[src/rtl/sdram_access_sequencer.sv]
// sdram_access_sequencer: sequences one SDRAM read/write access (PRECHARGE,
// ACTIVE, READ/WRITE, recovery) and owns the load strobes of the shared
// delay counter, waiting for its CountOut to reach zero between phases.
// Optional: define SDRAM_OPEN_PAGE_EN to keep the last activated row open
// and skip PRECHARGE/ACTIVE on a page hit.
//
// state  | meaning
// IDLE   | waiting for req; latches rw/addr when req is seen
// PRE    | PRECHARGE all banks, load tPRE
// PRE_W  | wait for delay counter to expire
// ACT    | ACTIVE bank/row, load tCAS
// ACT_W  | wait for delay counter to expire
// CMD    | READ or WRITE column, load tBURST
// BST_W  | burst window (data_phase high), wait for counter
// RCV    | NOP, load tWAIT
// RCV_W  | wait for counter to expire
// DONE   | one-cycle ack
module sdram_access_sequencer #(
  parameter int ROW_W  = 12,
  parameter int COL_W  = 8,
  parameter int BANK_W = 2
) (
  input  logic                          clock,
  input  logic                          reset_n,
  input  logic                          req,
  input  logic                          rw,
  input  logic [BANK_W+ROW_W+COL_W-1:0] addr,
  input  logic [2:0]                    CountOut,
  output logic                          Load_tPRE,
  output logic                          Load_tCAS,
  output logic                          Load_tBURST,
  output logic                          Load_tWAIT,
  output logic                          CS_n,
  output logic                          RAS_n,
  output logic                          CAS_n,
  output logic                          WE_n,
  output logic [ROW_W-1:0]              sd_addr,
  output logic [BANK_W-1:0]             sd_ba,
  output logic                          data_phase,
  output logic                          dq_oe,
  output logic                          busy,
  output logic                          ack
);

  localparam int ADDR_W = BANK_W + ROW_W + COL_W;

  typedef enum logic [3:0] {
    S_IDLE, S_PRE, S_PRE_W, S_ACT, S_ACT_W, S_CMD, S_BST_W, S_RCV, S_RCV_W, S_DONE
  } state_e;

  state_e              state_q, state_d;
  logic                rw_q, rw_d;
  logic [ADDR_W-1:0]   addr_q, addr_d;
  logic [BANK_W-1:0]   bank_l;
  logic [ROW_W-1:0]    row_l;
  logic [COL_W-1:0]    col_l;
  logic [3:0]          cmd;
  logic                cnt_done;
  logic                page_hit;

  assign bank_l   = addr_q[ADDR_W-1 -: BANK_W];
  assign row_l    = addr_q[COL_W +: ROW_W];
  assign col_l    = addr_q[COL_W-1:0];
  assign cnt_done = (CountOut == 3'd0);

`ifdef SDRAM_OPEN_PAGE_EN
  logic              open_vld_q, open_vld_d;
  logic [BANK_W-1:0] open_bank_q, open_bank_d;
  logic [ROW_W-1:0]  open_row_q, open_row_d;

  // hit is judged against the request being latched this cycle
  assign page_hit = open_vld_q
                    && (addr[ADDR_W-1 -: BANK_W] == open_bank_q)
                    && (addr[COL_W +: ROW_W] == open_row_q);

  // open-row tracking: refreshed on every ACTIVE
  always_comb begin
    open_vld_d  = open_vld_q;
    open_bank_d = open_bank_q;
    open_row_d  = open_row_q;
    if (state_q == S_ACT) begin
      open_vld_d  = 1'b1;
      open_bank_d = bank_l;
      open_row_d  = row_l;
    end
  end

  // open-row register
  always_ff @(posedge clock or negedge reset_n) begin
    if (!reset_n) begin
      open_vld_q  <= 1'b0;
      open_bank_q <= '0;
      open_row_q  <= '0;
    end else begin
      open_vld_q  <= open_vld_d;
      open_bank_q <= open_bank_d;
      open_row_q  <= open_row_d;
    end
  end
`else
  assign page_hit = 1'b0;
`endif

  // state and latched request registers
  always_ff @(posedge clock or negedge reset_n) begin
    if (!reset_n) begin
      state_q <= S_IDLE;
      rw_q    <= 1'b0;
      addr_q  <= '0;
    end else begin
      state_q <= state_d;
      rw_q    <= rw_d;
      addr_q  <= addr_d;
    end
  end

  // next-state logic; CountOut is only looked at in the *_W states
  always_comb begin
    state_d = state_q;
    rw_d    = rw_q;
    addr_d  = addr_q;
    case (state_q)
      S_IDLE: begin
        if (req) begin
          rw_d    = rw;
          addr_d  = addr;
          state_d = page_hit ? S_CMD : S_PRE;
        end
      end
      S_PRE:   state_d = S_PRE_W;
      S_PRE_W: if (cnt_done) state_d = S_ACT;
      S_ACT:   state_d = S_ACT_W;
      S_ACT_W: if (cnt_done) state_d = S_CMD;
      S_CMD:   state_d = S_BST_W;
      S_BST_W: if (cnt_done) state_d = S_RCV;
      S_RCV:   state_d = S_RCV_W;
      S_RCV_W: if (cnt_done) state_d = S_DONE;
      S_DONE:  state_d = S_IDLE;
      default: state_d = S_IDLE;
    endcase
  end

  // Moore output decode from state and latched request
  always_comb begin
    cmd         = 4'b0111;
    Load_tPRE   = 1'b0;
    Load_tCAS   = 1'b0;
    Load_tBURST = 1'b0;
    Load_tWAIT  = 1'b0;
    sd_addr     = '0;
    sd_ba       = '0;
    data_phase  = 1'b0;
    ack         = 1'b0;
    busy        = (state_q != S_IDLE);
    case (state_q)
      S_PRE: begin
        cmd         = 4'b0010;
        sd_addr[10] = 1'b1;
        Load_tPRE   = 1'b1;
      end
      S_ACT: begin
        cmd       = 4'b0011;
        sd_ba     = bank_l;
        sd_addr   = row_l;
        Load_tCAS = 1'b1;
      end
      S_CMD: begin
        cmd         = rw_q ? 4'b0100 : 4'b0101;
        sd_ba       = bank_l;
        sd_addr     = ROW_W'(col_l);
        Load_tBURST = 1'b1;
      end
      S_BST_W: data_phase = 1'b1;
      S_RCV:   Load_tWAIT = 1'b1;
      S_DONE:  ack = 1'b1;
      default: ;
    endcase
  end

  assign {CS_n, RAS_n, CAS_n, WE_n} = cmd;
  assign dq_oe = data_phase & rw_q;

endmodule

[config.mk]
export PLATFORM = sky130hd
export DESIGN_NAME = sdram_access_sequencer
export DESIGN_NICKNAME = d
export VERILOG_FILES = /design/src/rtl/sdram_access_sequencer.sv
export SDC_FILE = /design/constraint.sdc
export NUM_CORES = 1
export LEC_CHECK = 0
export ABC_AREA = 0
export CORE_UTILIZATION = 47
export CTS_BUF_LIST = sky130_fd_sc_hd__clkbuf_4
export DETAILED_ROUTE_END_ITERATION = 12
export PLACE_DENSITY = 0.87
export SLEW_MARGIN = 20
export SYNTH_ARGS = -nofsm -noshare
export SYNTH_HDL_FRONTEND = slang
export SYNTH_SLANG_ARGS = --single-unit
[constraint.sdc]
create_clock -name clock -period 3.5 [get_ports clock]
set_input_delay 0.7 -clock clock [delete_from_list [all_inputs] [get_ports clock]]
set_output_delay 0.7 -clock clock [all_outputs]
set_load 0.01 [all_outputs]
==> impl_metrics.json, run 1 <==
{
  "rsz0062_at_grt": "false",
  "critical_path_arrival_ns": 2.39,
  "period_share_pct": 88.2,
  "reg2reg_to": "addr_q[13]$_DFFE_PN0P_",
  "pre_cts_ws_ns": 0.823,
  "worst_hold_path.num_cells": 1,
  "slew-limit-headroom_pct": 52.8,
  "die_area_um2": 3020,
  "fin_tns_setup_ns": 0,
  "cts_buffers": 3,
  "reg2reg_slack_ns": 1.64,
  "finalHoldViolations": 0,
  "fmax_ghz": 0.324,
  "drive_above_1_share_pct": 22.9,
  "setup_viol": 0,
  "clkSlewWorstSetupHoldPaths_ns": 0.14,
  "synth.top_cell.area_share_pct": 51.2,
  "io_pins": 55,
  "wl_per_cell_um": 16.3,
  "syn_area_um2": 1320,
  "postCtsHoldBufs": 0,
  "floorplan.rows": 18,
  "cp_max_fo": 8,
  "synth.area.top_cells": "dfrtp_1, mux2_4, mux2_2, a22o_1, nor2_1",
  "dieWidth_um": 55.0,
  "drc": 0,
  "yosys.area.top_type": "dfrtp_1",
  "ys_ff_latch": 27,
  "cts_tree": "built",
  "status": "completed",
  "hp-start": "addr_q[8]$_DFFE_PN0P_",
  "r2r-start": "state_q[1]$_DFFE_PN0P_",
  "synth_nets": 128,
  "clock-sinks": 27,
  "synthMostInstantiatedCell": "dfrtp_1",
  "grt_pass1_vias": 920,
  "synth-edff-count": 0,
  "fin_crit_ns": 3.09,
  "drt_iter0_markers": 12,
  "die_h_um": 55.0,
  "port_buffers": 53,
  "design.core.area_um2": 2570,
  "htree_levels": 1,
  "maxCapViolations": 0,
  "post_cts_buffers": 0,
  "grt_pass1_wl_um": 4350,
  "start_kind": "flop",
  "n_fill_cell": 183,
  "synthDistinctLibCells": 24,
  "vias": 956,
  "clock_skew_ns": 0.00567,
  "rr_worst_depth": 3,
  "hold_end": "addr_q[8]$_DFFE_PN0P_",
  "grt_max_degree": 28,
  "ir_drop_mv": 0.515,
  "min_path_type": "reg -> reg",
  "syn_area_per_cell_um2": 13.3,
  "clockBufferDepth": 2,
  "synth_flop_cell": "dfrtp_1",
  "drtAntennaViolNets": 0,
  "area_growth_pct": 43.4,
  "yosys-top-cells-count": "dfrtp_1, mux2_4, a22o_1, mux2_2, nor2_1",
  "clk_latency_ns": 0.34,
  "drt-pass1-iter-count": 4,
  "worstMarginPinSlew_ns": 0.706,
  "slew_violations": 0,
  "postLayoutSetupSlackWorst_ns": 0.414,
  "cp-end-kind": "primary output",
  "synthCells": 99,
  "nNetsFinal": 183,
  "criticalPathCategory": "reg -> out",
  "power-per-cell-area_nw_per_um2": 755,
  "antenna_found_initial": 0,
  "yosys_warnings": 0,
  "diodes": 0,
  "synth_async_sr_flop_share_pct": 100,
  "overflow": 0,
  "p_leak_nw": 0.840,
  "grt.total_usage_pct": 21.4,
  "place.detailed.hpwl_um": 2210,
  "place.gp.congestion": 0.879,
  "finalWirelength_um": 2980,
  "cts_root_buffer": "clkbuf_4",
  "cts-resized-gates": 0,
  "cp.required_ns": 2.80,
  "viasPerCell": 5.22,
  "start_util_pct": 51.4,
  "seq_area_frac_synth_pct": 51.2
}
## cell usage in the layout, fill, tap and decap left out, drive strengths merged
| cell type | instances |
|---|---|
| clkdlybuf4s50 | 53 |
| inv | 3 |
| clkbuf | 3 |
| o21ai | 1 |
| or4 | 1 |
| clkinv | 1 |
| and2 | 4 |
| nand2 | 2 |
| mux2 | 23 |
| a22o | 8 |
| buf | 3 |
| or2 | 1 |
| nor4 | 1 |
| or3b | 1 |
| o22ai | 1 |
| nand2b | 4 |
| conb | 1 |
| dfrtp | 27 |
| nor2 | 7 |
| nor3 | 1 |
| o21a | 2 |
| xor2 | 2 |
| a21oi | 3 |
## worst max-delay path by stage
| stage | from | to | slack, ns | cells past startpoint |
|---|---|---|---|---|
| CTS | state_q[3]$_DFFE_PN0P_ | sd_addr[4] | 0.42 | 5 |
| global placement | state_q[3]$_DFFE_PN0P_ | sd_addr[1] | 0.93 | 5 |
| floorplan | state_q[3]$_DFFE_PN0P_ | WE_n | 1.47 | 4 |
| detailed placement | state_q[3]$_DFFE_PN0P_ | sd_addr[4] | 0.82 | 5 |
| finish | state_q[3]$_DFFE_PN0P_ | sd_addr[4] | 0.41 | 5 |
| global route | state_q[3]$_DFFE_PN0P_ | sd_addr[2] | 0.30 | 5 |
## where the power goes
group / switching [mW] / internal (mW) / total (mW)
registers: 0.126 / 0.468 / 0.594
clock network: 0.0935 / 0.0431 / 0.137
logic: 0.252 / 0.446 / 0.698
total: 0.472 / 0.957 / 1.43
## kinds of logic (layout without fill, tap and decap cells)
group,Yosys count,count (layout),synth area share [%]
AOI/OAI and AO/OA,15,15,8.44
and+or+nand+nor,22,22,10.6
buffers and inverters,9,63,4.27
other,1,1,0.284
DFF,27,27,51.2
xor gates and xnor gates,2,2,1.33
muxes,23,23,23.9
## through the flow
step | power (mW) | hold slack, ns | cells | utilization (%) | area, µm²
after global routing | 1.52 | 0.541 | 183 | 73.7 | 1890
after detailed placement | 1.30 | 0.488 | 179 | 72.7 | 1870
after global placement | 1.27 | 0.489 | 179 | 72.7 | 1870
after floorplan | 1.04 | 0.404 | 99 | - | 1320
after CTS | 1.44 | 0.527 | 183 | 73.7 | 1890
final | 1.43 | 0.527 | 183 | 73.7 | 1890
## critical path: stages (launching register included)
cell             delay (ns)
dfrtp_1                0.51
nand2b_1               0.24
nor2_1                 0.36
buf_4                  0.24
a22o_1                 0.15
clkdlybuf4s50_1        0.55
## layout make-up
cell class	instances	area [µm²]	share of cell area, %
Multi-Input combinational cell	63	588	31.1
Clock buffer	3	22.5	1.19
Inverter	3	11.3	0.595
Timing Repair Buffer	56	553	29.2
Tap cell	30	37.5	1.98
Clock inverter	1	5.00	0.264
Sequential cell	27	676	35.7
## sequential cells by signal, summed over array words and instances, names as in the netlist
signal	count
state_q	4
rw_q	1
addr_q	22
## layer usage
metal | global-route usage (%) | vias to the layer above | share of wire [%]
met5 | 0 | - | 0
met4 | 6.25 | 0 | 1.1
met3 | 7.65 | 5 | 5.7
met2 | 34.7 | 32 | 50
met1 | 26.8 | 471 | 43
li1 | - | 448 | -
Note: power is estimated with default switching activity, not from simulation.
==> run 2: changes to the inputs <==
Settings changed: CORE_UTILIZATION 47 to 44, PLACE_DENSITY 0.87 to 0.82.
Clock period 3.5 ns to 3.4 ns, I/O delays scaled along.
==> impl_metrics.json, run 2 (synthesis gave the netlist of run 1 again) <==
{
  "port_buffers": 53,
  "period_share_pct": 82.4,
  "floorplan.rows": 19,
  "power.total_mw": 1.46,
  "dp_cells": 181,
  "maxCapViolations": 0,
  "layout_common_cells": "clkdlybuf4s50_1, dfrtp_1, mux2_4",
  "holdWs_ns": 0.524,
  "reg2reg_slack_ns": 1.54,
  "diodes": 0,
  "cp.required_ns": 2.72,
  "rr_worst_depth": 3,
  "start_kind": "flop",
  "io_pins": 55,
  "min_path_type": "reg -> reg",
  "n_fill_cell": 215,
  "design.core.area_um2": 2810,
  "post_cts_buffers": 0,
  "final_common_cell": "clkdlybuf4s50_1",
  "drive_above_1_share_pct": 23.4,
  "cts_tree": "built",
  "fin_cells": 185,
  "fin_tns_setup_ns": 0,
  "violations": "DRC",
  "fmax_ghz": 0.357,
  "fin_crit_ns": 2.80,
  "dieWidth_um": 56.8,
  "area_growth_pct": 44.1,
  "viasPerCell": 5.26,
  "die_h_um": 56.8,
  "place.gp.congestion": 0.769,
  "htree_levels": 1,
  "critical_path_arrival_ns": 2.12,
  "overflow": 0,
  "reg2reg_to": "addr_q[6]$_DFFE_PN0P_",
  "vias": 973,
  "clock_skew_ns": 0.00382,
  "placed_area_um2": 1870,
  "place.detailed.hpwl_um": 2200,
  "cts_root_buffer": "clkbuf_4",
  "finalWirelength_um": 2870,
  "largest_register": "addr_q",
  "worstMarginPinSlew_ns": 0.703,
  "clockBufferDepth": 2,
  "finalHoldViolations": 0,
  "die_area_um2": 3220,
  "final_util_pct": 67.8,
  "cp_max_fo": 8,
  "pre_cts_ws_ns": 0.970,
  "hold_end": "addr_q[16]$_DFFE_PN0P_",
  "wl_per_cell_um": 15.5,
  "grt_pass1_vias": 1076,
  "rsz0062_at_grt": "false",
  "r2r-start": "state_q[1]$_DFFE_PN0P_",
  "start_util_pct": 47.1,
  "cts_buffers": 3,
  "p_leak_nw": 0.846,
  "worst_hold_path.num_cells": 1,
  "criticalPathCategory": "reg -> out",
  "regArea_um2": 676,
  "cts-resized-gates": 0,
  "nNetsFinal": 184,
  "clkSlewWorstSetupHoldPaths_ns": 0.14,
  "status": "finished, violations left",
  "grt.total_usage_pct": 19.8,
  "slew_violations": 0,
  "largest_register_ffs": 22,
  "drc": 2,
  "power-per-cell-area_nw_per_um2": 770,
  "clock-sinks": 27,
  "ir_drop_mv": 0.413,
  "drt_iter0_markers": 20,
  "hp-start": "addr_q[16]$_DFFE_PN0P_",
  "drt-pass1-iter-count": 11,
  "top_regs": "addr_q: 22 flops, state_q: 4 flops, rw_q: 1 flops",
  "grt_pass1_wl_um": 4800,
  "multiInputGateArea_um2": 588,
  "cp-end-kind": "primary output",
  "fin_area_um2": 1900,
  "drtAntennaViolNets": 0,
  "postLayoutSetupSlackWorst_ns": 0.598,
  "setup_viol": 0,
  "postCtsHoldBufs": 0,
  "antenna_found_initial": 0,
  "slew-limit-headroom_pct": 52.9,
  "clk_latency_ns": 0.32,
  "grt_max_degree": 28
}
==> run 2: cell types whose count changed in the layout (fill, tap and decap cells not counted), sizes merged <==
| cell | previous run | this run |
|---|---|---|
| buf | 3 | 4 |
==> run 2: worst max-delay path by stage <==
stage | cells after the start | end | slack [ns] | startpoint
after floorplan | 4 | WE_n | 1.39 | state_q[3]$_DFFE_PN0P_
after global placement | 5 | sd_addr[2] | 1.04 | state_q[3]$_DFFE_PN0P_
after detailed placement | 5 | sd_addr[3] | 0.97 | state_q[3]$_DFFE_PN0P_
after CTS | 5 | sd_addr[3] | 0.60 | state_q[3]$_DFFE_PN0P_
after global routing | 5 | sd_addr[11] | 0.49 | state_q[1]$_DFFE_PN0P_
final | 5 | sd_addr[3] | 0.60 | state_q[3]$_DFFE_PN0P_
==> run 2: area by class of cell <==
type / instances / area share (%)
multi-input combinational: 63 / 30.9
clock buffer: 3 / 1.18
tap: 31 / 2.04
inverter: 3 / 0.592
clock inverter: 1 / 0.263
sequential: 27 / 35.5
timing repair buffer: 57 / 29.5
==> run 2: worst max-delay path: stages (launching register included) <==
cell             delay, ns
dfrtp_1               0.52
nand2b_1              0.25
nor2_1                0.18
buf_4                 0.18
a22o_1                0.15
clkdlybuf4s50_1       0.53
==> run 2: metal layers <==
| metal | track usage (%) | wire [µm] |
|---|---|---|
| met3 | 6.68 | 186 |
| met4 | 5.92 | 53 |
| met1 | 22.9 | 1160 |
| met2 | 34.5 | 1470 |
| met5 | 0 | 0 |
==> run 2: where the power goes <==
part	internal, mW	switching (mW)	leakage, nW
clock	0.0440	0.0895	0.0177
combinational	0.462	0.257	0.505
sequential	0.482	0.130	0.323
